### src/rtl/puf_eval_sequencer_if.sv
// PUF array and key handshake bundle for puf_eval_sequencer.
// With PUF_STABILITY_EN defined the bundle also carries unstable_mask.
interface puf_eval_sequencer_if #(
  parameter int unsigned NUM_CHAL = 4
);
  logic                  start;
  logic                  busy;
  logic [0:7]            puf_challenge;
  logic                  puf_en;
  logic                  puf_clr;
  logic [0:7]            puf_response;
  logic                  key_valid;
  logic                  key_ack;
  logic [8*NUM_CHAL-1:0] key;
`ifdef PUF_STABILITY_EN
  logic [8*NUM_CHAL-1:0] unstable_mask;
`endif

  modport master (
    input  start, puf_response, key_ack,
    output busy, puf_challenge, puf_en, puf_clr, key_valid, key
`ifdef PUF_STABILITY_EN
    , output unstable_mask
`endif
  );

  modport slave (
    output start, puf_response, key_ack,
    input  busy, puf_challenge, puf_en, puf_clr, key_valid, key
`ifdef PUF_STABILITY_EN
    , input unstable_mask
`endif
  );
endinterface

### src/rtl/puf_eval_sequencer.sv
// Ring-oscillator PUF sequencer: LFSR challenges, NUM_VOTES majority votes per bit, packed key handshake.
// Optional macro PUF_STABILITY_EN adds unstable_mask (bits whose votes were not unanimous).
module puf_eval_sequencer #(
  parameter int unsigned EVAL_CYCLES = 64,
  parameter int unsigned NUM_VOTES   = 5,
  parameter int unsigned NUM_CHAL    = 4,
  parameter logic [7:0]  LFSR_SEED   = 8'hA5
) (
  input logic                  clk,
  input logic                  reset,
  puf_eval_sequencer_if.master bus
);
  localparam int unsigned   CW       = $clog2(NUM_VOTES + 1);
  localparam int unsigned   XW       = $clog2(NUM_CHAL + 1);
  localparam int unsigned   RW       = $clog2(EVAL_CYCLES + 2);
  localparam logic [CW-1:0] VOTES_L  = CW'(NUM_VOTES);
  localparam logic [CW-1:0] HALF_L   = CW'(NUM_VOTES / 2);
  localparam logic [XW-1:0] CHAL_L   = XW'(NUM_CHAL);
  localparam logic [RW-1:0] RUN_LAST = RW'(EVAL_CYCLES - 1);

  typedef enum logic [2:0] {IDLE, CLEAR, RUN, SETTLE, SAMPLE, NEXT, DONE} state_t;

  state_t        state;
  logic [7:0]    lfsr;
  logic [CW-1:0] cnt [8];
  logic [CW-1:0] vote_idx;
  logic [XW-1:0] chal_idx;
  logic [RW-1:0] tmr;
  logic [7:0]    voted;
  logic          fb;
`ifdef PUF_STABILITY_EN
  logic [7:0]    unstable;
`endif

  assign bus.puf_challenge = lfsr;
  assign fb = lfsr[7] ^ lfsr[5] ^ lfsr[4] ^ lfsr[3];

  // response[b] lands on key bit 8i+7-b
  always_comb begin
    voted = '0;
    for (int unsigned b = 0; b < 8; b++) begin
      voted[3'(7 - b)] = cnt[b] > HALF_L;
    end
  end

`ifdef PUF_STABILITY_EN
  always_comb begin
    unstable = '0;
    for (int unsigned b = 0; b < 8; b++) begin
      unstable[3'(7 - b)] = (cnt[b] != '0) && (cnt[b] != VOTES_L);
    end
  end
`endif

  always_ff @(posedge clk or negedge reset) begin
    if (!reset) begin
      state         <= IDLE;
      lfsr          <= LFSR_SEED;
      for (int unsigned b = 0; b < 8; b++) cnt[b] <= '0;
      vote_idx      <= '0;
      chal_idx      <= '0;
      tmr           <= '0;
      bus.puf_en    <= 1'b0;
      bus.puf_clr   <= 1'b0;
      bus.busy      <= 1'b0;
      bus.key_valid <= 1'b0;
      bus.key       <= '0;
`ifdef PUF_STABILITY_EN
      bus.unstable_mask <= '0;
`endif
    end else begin
      bus.puf_clr <= 1'b0;
      case (state)
        IDLE: begin
          if (bus.start) begin
            lfsr        <= LFSR_SEED;
            for (int unsigned b = 0; b < 8; b++) cnt[b] <= '0;
            vote_idx    <= '0;
            chal_idx    <= '0;
            bus.key     <= '0;
`ifdef PUF_STABILITY_EN
            bus.unstable_mask <= '0;
`endif
            bus.busy    <= 1'b1;
            bus.puf_clr <= 1'b1;
            state       <= CLEAR;
          end
        end
        CLEAR: begin
          bus.puf_en <= 1'b1;
          tmr        <= '0;
          state      <= RUN;
        end
        RUN: begin
          if (tmr == RUN_LAST) begin
            bus.puf_en <= 1'b0;
            tmr        <= '0;
            state      <= SETTLE;
          end else begin
            tmr <= tmr + 1'b1;
          end
        end
        SETTLE: begin
          if (tmr == RW'(1)) begin
            tmr   <= '0;
            state <= SAMPLE;
          end else begin
            tmr <= tmr + 1'b1;
          end
        end
        SAMPLE: begin
          for (int unsigned b = 0; b < 8; b++) begin
            cnt[b] <= cnt[b] + CW'(bus.puf_response[3'(b)]);
          end
          vote_idx <= vote_idx + 1'b1;
          if (vote_idx + 1'b1 == VOTES_L) begin
            state <= NEXT;
          end else begin
            bus.puf_clr <= 1'b1;
            state       <= CLEAR;
          end
        end
        NEXT: begin
          bus.key[{chal_idx, 3'b000} +: 8] <= voted;
`ifdef PUF_STABILITY_EN
          bus.unstable_mask[{chal_idx, 3'b000} +: 8] <= unstable;
`endif
          for (int unsigned b = 0; b < 8; b++) cnt[b] <= '0;
          vote_idx <= '0;
          lfsr     <= {lfsr[6:0], fb};
          chal_idx <= chal_idx + 1'b1;
          if (chal_idx + 1'b1 == CHAL_L) begin
            bus.busy <= 1'b0;
            state    <= DONE;
          end else begin
            bus.puf_clr <= 1'b1;
            state       <= CLEAR;
          end
        end
        DONE: begin
          // key_valid rises on the cycle after entry; ack is only honoured once it is up
          if (!bus.key_valid) begin
            bus.key_valid <= 1'b1;
          end else if (bus.key_ack) begin
            bus.key_valid <= 1'b0;
            state         <= IDLE;
          end
        end
        default: state <= IDLE;
      endcase
    end
  end
endmodule

### src/flat_wrapper.sv
// flat-port wrapper written by rule: the top's interface ports become plain ports
module puf_eval_sequencer_flat 
#(
  parameter int unsigned EVAL_CYCLES = 64,
  parameter int unsigned NUM_VOTES   = 5,
  parameter int unsigned NUM_CHAL    = 4,
  parameter logic [7:0]  LFSR_SEED   = 8'hA5
)
  (clk, reset, bus_start, bus_puf_response, bus_key_ack, bus_busy, bus_puf_challenge, bus_puf_en, bus_puf_clr, bus_key_valid, bus_key);
  puf_eval_sequencer_if #(.NUM_CHAL(NUM_CHAL)) bus_i ();
  input logic clk;
  input logic reset;
  input wire logic [$bits(bus_i.start)-1:0] bus_start;
  input wire logic [$bits(bus_i.puf_response)-1:0] bus_puf_response;
  input wire logic [$bits(bus_i.key_ack)-1:0] bus_key_ack;
  output wire logic [$bits(bus_i.busy)-1:0] bus_busy;
  output wire logic [$bits(bus_i.puf_challenge)-1:0] bus_puf_challenge;
  output wire logic [$bits(bus_i.puf_en)-1:0] bus_puf_en;
  output wire logic [$bits(bus_i.puf_clr)-1:0] bus_puf_clr;
  output wire logic [$bits(bus_i.key_valid)-1:0] bus_key_valid;
  output wire logic [$bits(bus_i.key)-1:0] bus_key;
  assign bus_i.start = bus_start;
  assign bus_i.puf_response = bus_puf_response;
  assign bus_i.key_ack = bus_key_ack;
  assign bus_busy = bus_i.busy;
  assign bus_puf_challenge = bus_i.puf_challenge;
  assign bus_puf_en = bus_i.puf_en;
  assign bus_puf_clr = bus_i.puf_clr;
  assign bus_key_valid = bus_i.key_valid;
  assign bus_key = bus_i.key;
  puf_eval_sequencer #(.EVAL_CYCLES(EVAL_CYCLES), .NUM_VOTES(NUM_VOTES), .NUM_CHAL(NUM_CHAL), .LFSR_SEED(LFSR_SEED)) u_core (.clk(clk), .reset(reset), .bus(bus_i));
endmodule
### config.mk
export PLATFORM = sky130hd
export DESIGN_NAME = puf_eval_sequencer_flat
export DESIGN_NICKNAME = d
export VERILOG_FILES = /design/src/rtl/puf_eval_sequencer_if.sv /design/src/rtl/puf_eval_sequencer.sv /design/src/flat_wrapper.sv
export SDC_FILE = /design/constraint.sdc
export NUM_CORES = 1
export LEC_CHECK = 0
export ABC_CLOCK_PERIOD_IN_PS = 6300
export CAP_MARGIN = 30
export CORE_MARGIN = 10
export CORE_UTILIZATION = 25
export CTS_CLUSTER_DIAMETER = 80
export DETAILED_ROUTE_END_ITERATION = 16
export DONT_BUFFER_PORTS = 1
export GPL_TIMING_DRIVEN = 0
export PLACE_DENSITY = 0.36
export SYNTH_ARGS = -nofsm -noshare
export SYNTH_HDL_FRONTEND = slang
export SYNTH_SLANG_ARGS = --single-unit
export TNS_END_PERCENT = 20
### constraint.sdc
create_clock -name clk -period 6.3 [get_ports clk]
set_clock_uncertainty 0.2 [all_clocks]
set_input_delay 1.26 -clock clk [delete_from_list [all_inputs] [get_ports clk]]
set_output_delay 1.26 -clock clk [all_outputs]
set_load 0.05 [all_outputs]
# Word-level counts from Yosys, hierarchy flattened
# Index checks and enable logic that the tools add are counted.
# totals
inputBits	12
out_inout_bits	44
register_bits	84
word_cells	101
# op_classes
mux	32
bitwise_logic	3
n_lt_le_gt_ge	8
n_shift	2
n_addsub	12
n_eq_ne	16
reduce_logical	10
# op_table
op	count
$pmux W24 S3	1
$pmux W32 S2	1
$bwmux W32	1
$mux W32	1
$shift A8 B8 Y32 const A	1
$shiftx A8 B8 Y32	1
$add A3 B1 Y3	8
$gt A3 B2 Y1 const B	8
$mux W24	1
$mux W3	8
$pmux W3 S7	1
$pmux W7 S3	1
$pmux W8 S2	1
$eq A3 B3 Y1 const B	5
$mux W7	2
$pmux W3 S3	1
$mux W1	8
$mux W8	1
$ne A2 B1 Y1 const B	4
$neg A6 Y8	1
$add A7 B1 Y7 const B	1
$eq A7 B1 Y1 const B	1
$eq A7 B6 Y1 const B	1
$add A3 B1 Y3 const B	2
other kinds (13)	22

# Depth between registers and ports, before layout
# logic_depth
word_depth	4
mapped_depth	9
ltp_nobuf	7

# Least setup slack after synthesis
# OpenSTA, ideal clock, no wires.
# synth_path
path_type	input to register
from	input port bus_start
to	register u_core.cnt[11] in the netlist's numbering
slack_ns	3.757
required_ns	6.023
path_stages	6
arrival_time_ns	2.266
setup_time_ns	0.077
path_buffers	2
cell_sequence	nor2b_1 -> o21bai_1 -> clkbuf_1 -> buf_2 -> o21ai_0 -> a21oi_1
# synth_between
elab_chain_len	2
# synth_rtl
element	line	source
start: declaration	flat_wrapper.sv:13	input wire logic [$bits(bus_i.start)-1:0] bus_start;
$ne A2 B2 Y1 (no source line)	n/a	
$reduce_and A2 Y1 (no source line)	n/a	
end signal: indexed assignment	puf_eval_sequencer.sv:113	cnt[b] <= cnt[b] + CW'(bus.puf_response[3'(b)]);
end: declaration	puf_eval_sequencer.sv:25	logic [CW-1:0] cnt [8];
# Every way passes these cells.
# A chain may end at the register's enable or synchronous reset.

# Final worst setup path
# Ends and elaborated chain as after synthesis.

==> reports/qor.csv <==
metric;value;unit
Worst path slowest cell;o21bai_1;
fin crit period;2760;ps
Crit path arrival time;2830;ps
met2 wire len;4610;um
WS Path Type;in2reg;
I/O pin cnt;56;
Die H;145;um
hold crit path type;reg2reg;
ys async rst share;1.00;
register area share after synthesis;0.540;
Worst-Skew Late Latency;340;ps
Total GRT Usage;0.0985;
CTS tree;done;
Avg Cell Area, Syn;10.9;um2
Worst-Margin Slew;872;ps
max-slew violations;0;
Core Util, Final;0.292;
GRT overflow;0;
metal3 WL;582;um
vias per cell;4.64;
FP Rows;45;
Setup Total Neg Slack;0;ps
Setup crit end kind;flip-flop;
placed cells;570;
commonest register cell after synthesis;dfrtp_1;
clk slew on worst S/H paths;60;ps
Mapped Nets;395;
DR DRC count;0;
leak pwr;0.00199;uW
clk buf depth;2;
Slew Limit Headroom;0.411;
Max-cap violations;0;
layout cells sized above 1;0.0960;
Post-Route M1 WL;4670;um
routability congestion estimate;0.718;
status;completed;
number of routed nets with antenna violations;0;
RSZ-0062 raised after global routing;false;
final net count;406;
average routed wire per standard cell;17.2;um
dominant cell type by area after synthesis;dfrtp_1;
Crit Path Max Fanout;10;
first-pass GRT wire length;16500;um
most area-consuming cells after synthesis;dfrtp_1 51%, ha_1 7.7%, o21ai_0 5.3%, a22o_1 5.2%, nand2_1 3.3%;
post-CTS sizing;0;
max layer used;met4;
Setup crit start kind;input port;
CTS sink count;84;
initial antenna violation count;0;
HPWL Detailed;7250;um
Max stage delay on crit path;500;ps
CP Cell Sequence;nor2b_1 > o21bai_1 > clkbuf_1 > buf_2 > o21ai_0 > a21oi_1;
Max IR drop VDD;148;uV
Placeable Area;15300;um2
WP data required;6370;ps
Max Freq;363;MHz
Final Hold Viols;0;
Yosys cell types;43;
FILL cells;1594;
Root Driver;clkbuf_16;
Post-CTS Repair Setup Buffers;0;
Place WS;3080;ps
final worst slack;3540;ps
Detailed Routing Iterations Pass 1;4;
Synth top cells by count;80 x dfrtp_1, 41 x o21ai_0, 34 x nand2_1;
die area;21000;um2
top cell type's share of synthesized area;0.513;
ANT cells;0;
DR vias;2719;
CTS Hold Bufs;0;
Post-Layout Cell Count;586;
CTS Buf Count;9;
PD cells;482;nW/um2
synthesized flop and latch total;84;
die span in x;145;um
Cell Area, Synth;3900;um2
Post-synth EDFFs;0;
# port buffers;0;
htree depth;3;
WL final;10100;um
Final Cycle Share;0.437;
top-count cell post-synth;dfrtp_1;
Yosys warning count;0;
number of global-route vias before repair;2738;
post-synthesis cell count;359;
initial drt markers;163;
area delta synth->final;14.2;%
largest net degree at the start of global routing;85;
Final setup viols;0;
Starting Density;0.256;
==> kinds of logic (layout without fill, tap and decap cells) <==
kind of cell / count (synthesis) / in the layout / share of synthesized area
and+or+nand+nor: 101 / 101 / 0.133
AOI/OAI and AO/OA: 103 / 103 / 0.177
adders and majority gates: 24 / 24 / 0.0769
xor gates and xnor gates: 6 / 6 / 0.0135
muxes: 10 / 10 / 0.0260
buffers and inverters: 31 / 47 / 0.0340
DFF: 84 / 84 / 0.540
==> layer usage <==
metal	GRT usage	vias to the layer above
met3	0.0304	13
met5	0	-
met1	0.124	1334
met4	0.0490	0
li1	-	1329
met2	0.149	43
==> final cells by class <==
cell class | instances | area, um2 | area share
clock inverters | 2 | 17.5 | 0.00393
multi-input cells | 244 | 1660 | 0.373
plain buffers | 17 | 80.1 | 0.0180
well taps | 211 | 264 | 0.0592
clock buffers | 14 | 274 | 0.0614
flip-flops and latches | 84 | 2110 | 0.473
inverters | 14 | 52.6 | 0.0118
==> critical path: cells and delay by family <==
kind / cells / cell delay, ps
compound gates: 3 / 730
buf+inv: 2 / 710
simple gates: 1 / 110
==> where the power goes <==
part           internal [uW]  switching, uW
combinational            192            201
sequential               709            529
clock                    302            219
==> registers in the layout (all words and copies together), names as in the netlist <==
register                  cells
u_core.cnt                   24
u_core.bus.puf_challenge      8
u_core.state                  3
u_core.bus.puf_en             1
u_core.vote_idx               3
u_core.bus.key_valid          1
u_core.bus.key               32
u_core.bus.busy               1
u_core.bus.puf_clr            1
u_core.chal_idx               3
u_core.tmr                    7
==> metrics by stage <==
step,hold WS [ps],power [uW],area (um2)
floorplan,267,1530,3900
global placement,292,1640,4170
detailed placement,296,1660,4170
CTS,309,2190,4460
global route,338,2290,4460
finish,311,2150,4460
==> path summary, 6_finish.rpt <==
path,slack [ps],startpoint,end,cells after the start
worst max-delay path,3540,bus_start,u_core.cnt[11],6
worst min-delay path,310,u_core.vote_idx[0],u_core.vote_idx[0],2
worst max register to register,3660,u_core.chal_idx[0],u_core.bus.key[1],8
worst min register to register,310,u_core.vote_idx[0],u_core.vote_idx[0],2
max in group asynchronous,5240,reset,u_core.cnt[18],0
min in group asynchronous,410,reset,u_core.tmr[5],0
==> cells in the final DEF (no fill, tap or decap), types with 3 or more instances in the layout <==
| cell type | count |
|---|---|
| xnor2_1 | 4 |
| clkbuf_8 | 3 |
| mux2i_1 | 9 |
| inv_1 | 14 |
| a21oi_1 | 20 |
| clkbuf_16 | 9 |
| a22o_1 | 23 |
| o22a_1 | 5 |
| buf_2 | 7 |
| or2_2 | 4 |
| or3_1 | 9 |
| nor2_1 | 9 |
| dfrtp_1 | 80 |
| nand3b_1 | 3 |
| nand2_1 | 34 |
| nor3_1 | 3 |
| dfstp_2 | 4 |
| nand3_1 | 20 |
| a31oi_1 | 3 |
| clkbuf_1 | 10 |
| ha_1 | 24 |
| o21ai_0 | 41 |
| nor2b_1 | 5 |
Note: power is estimated with default switching activity, not from simulation.
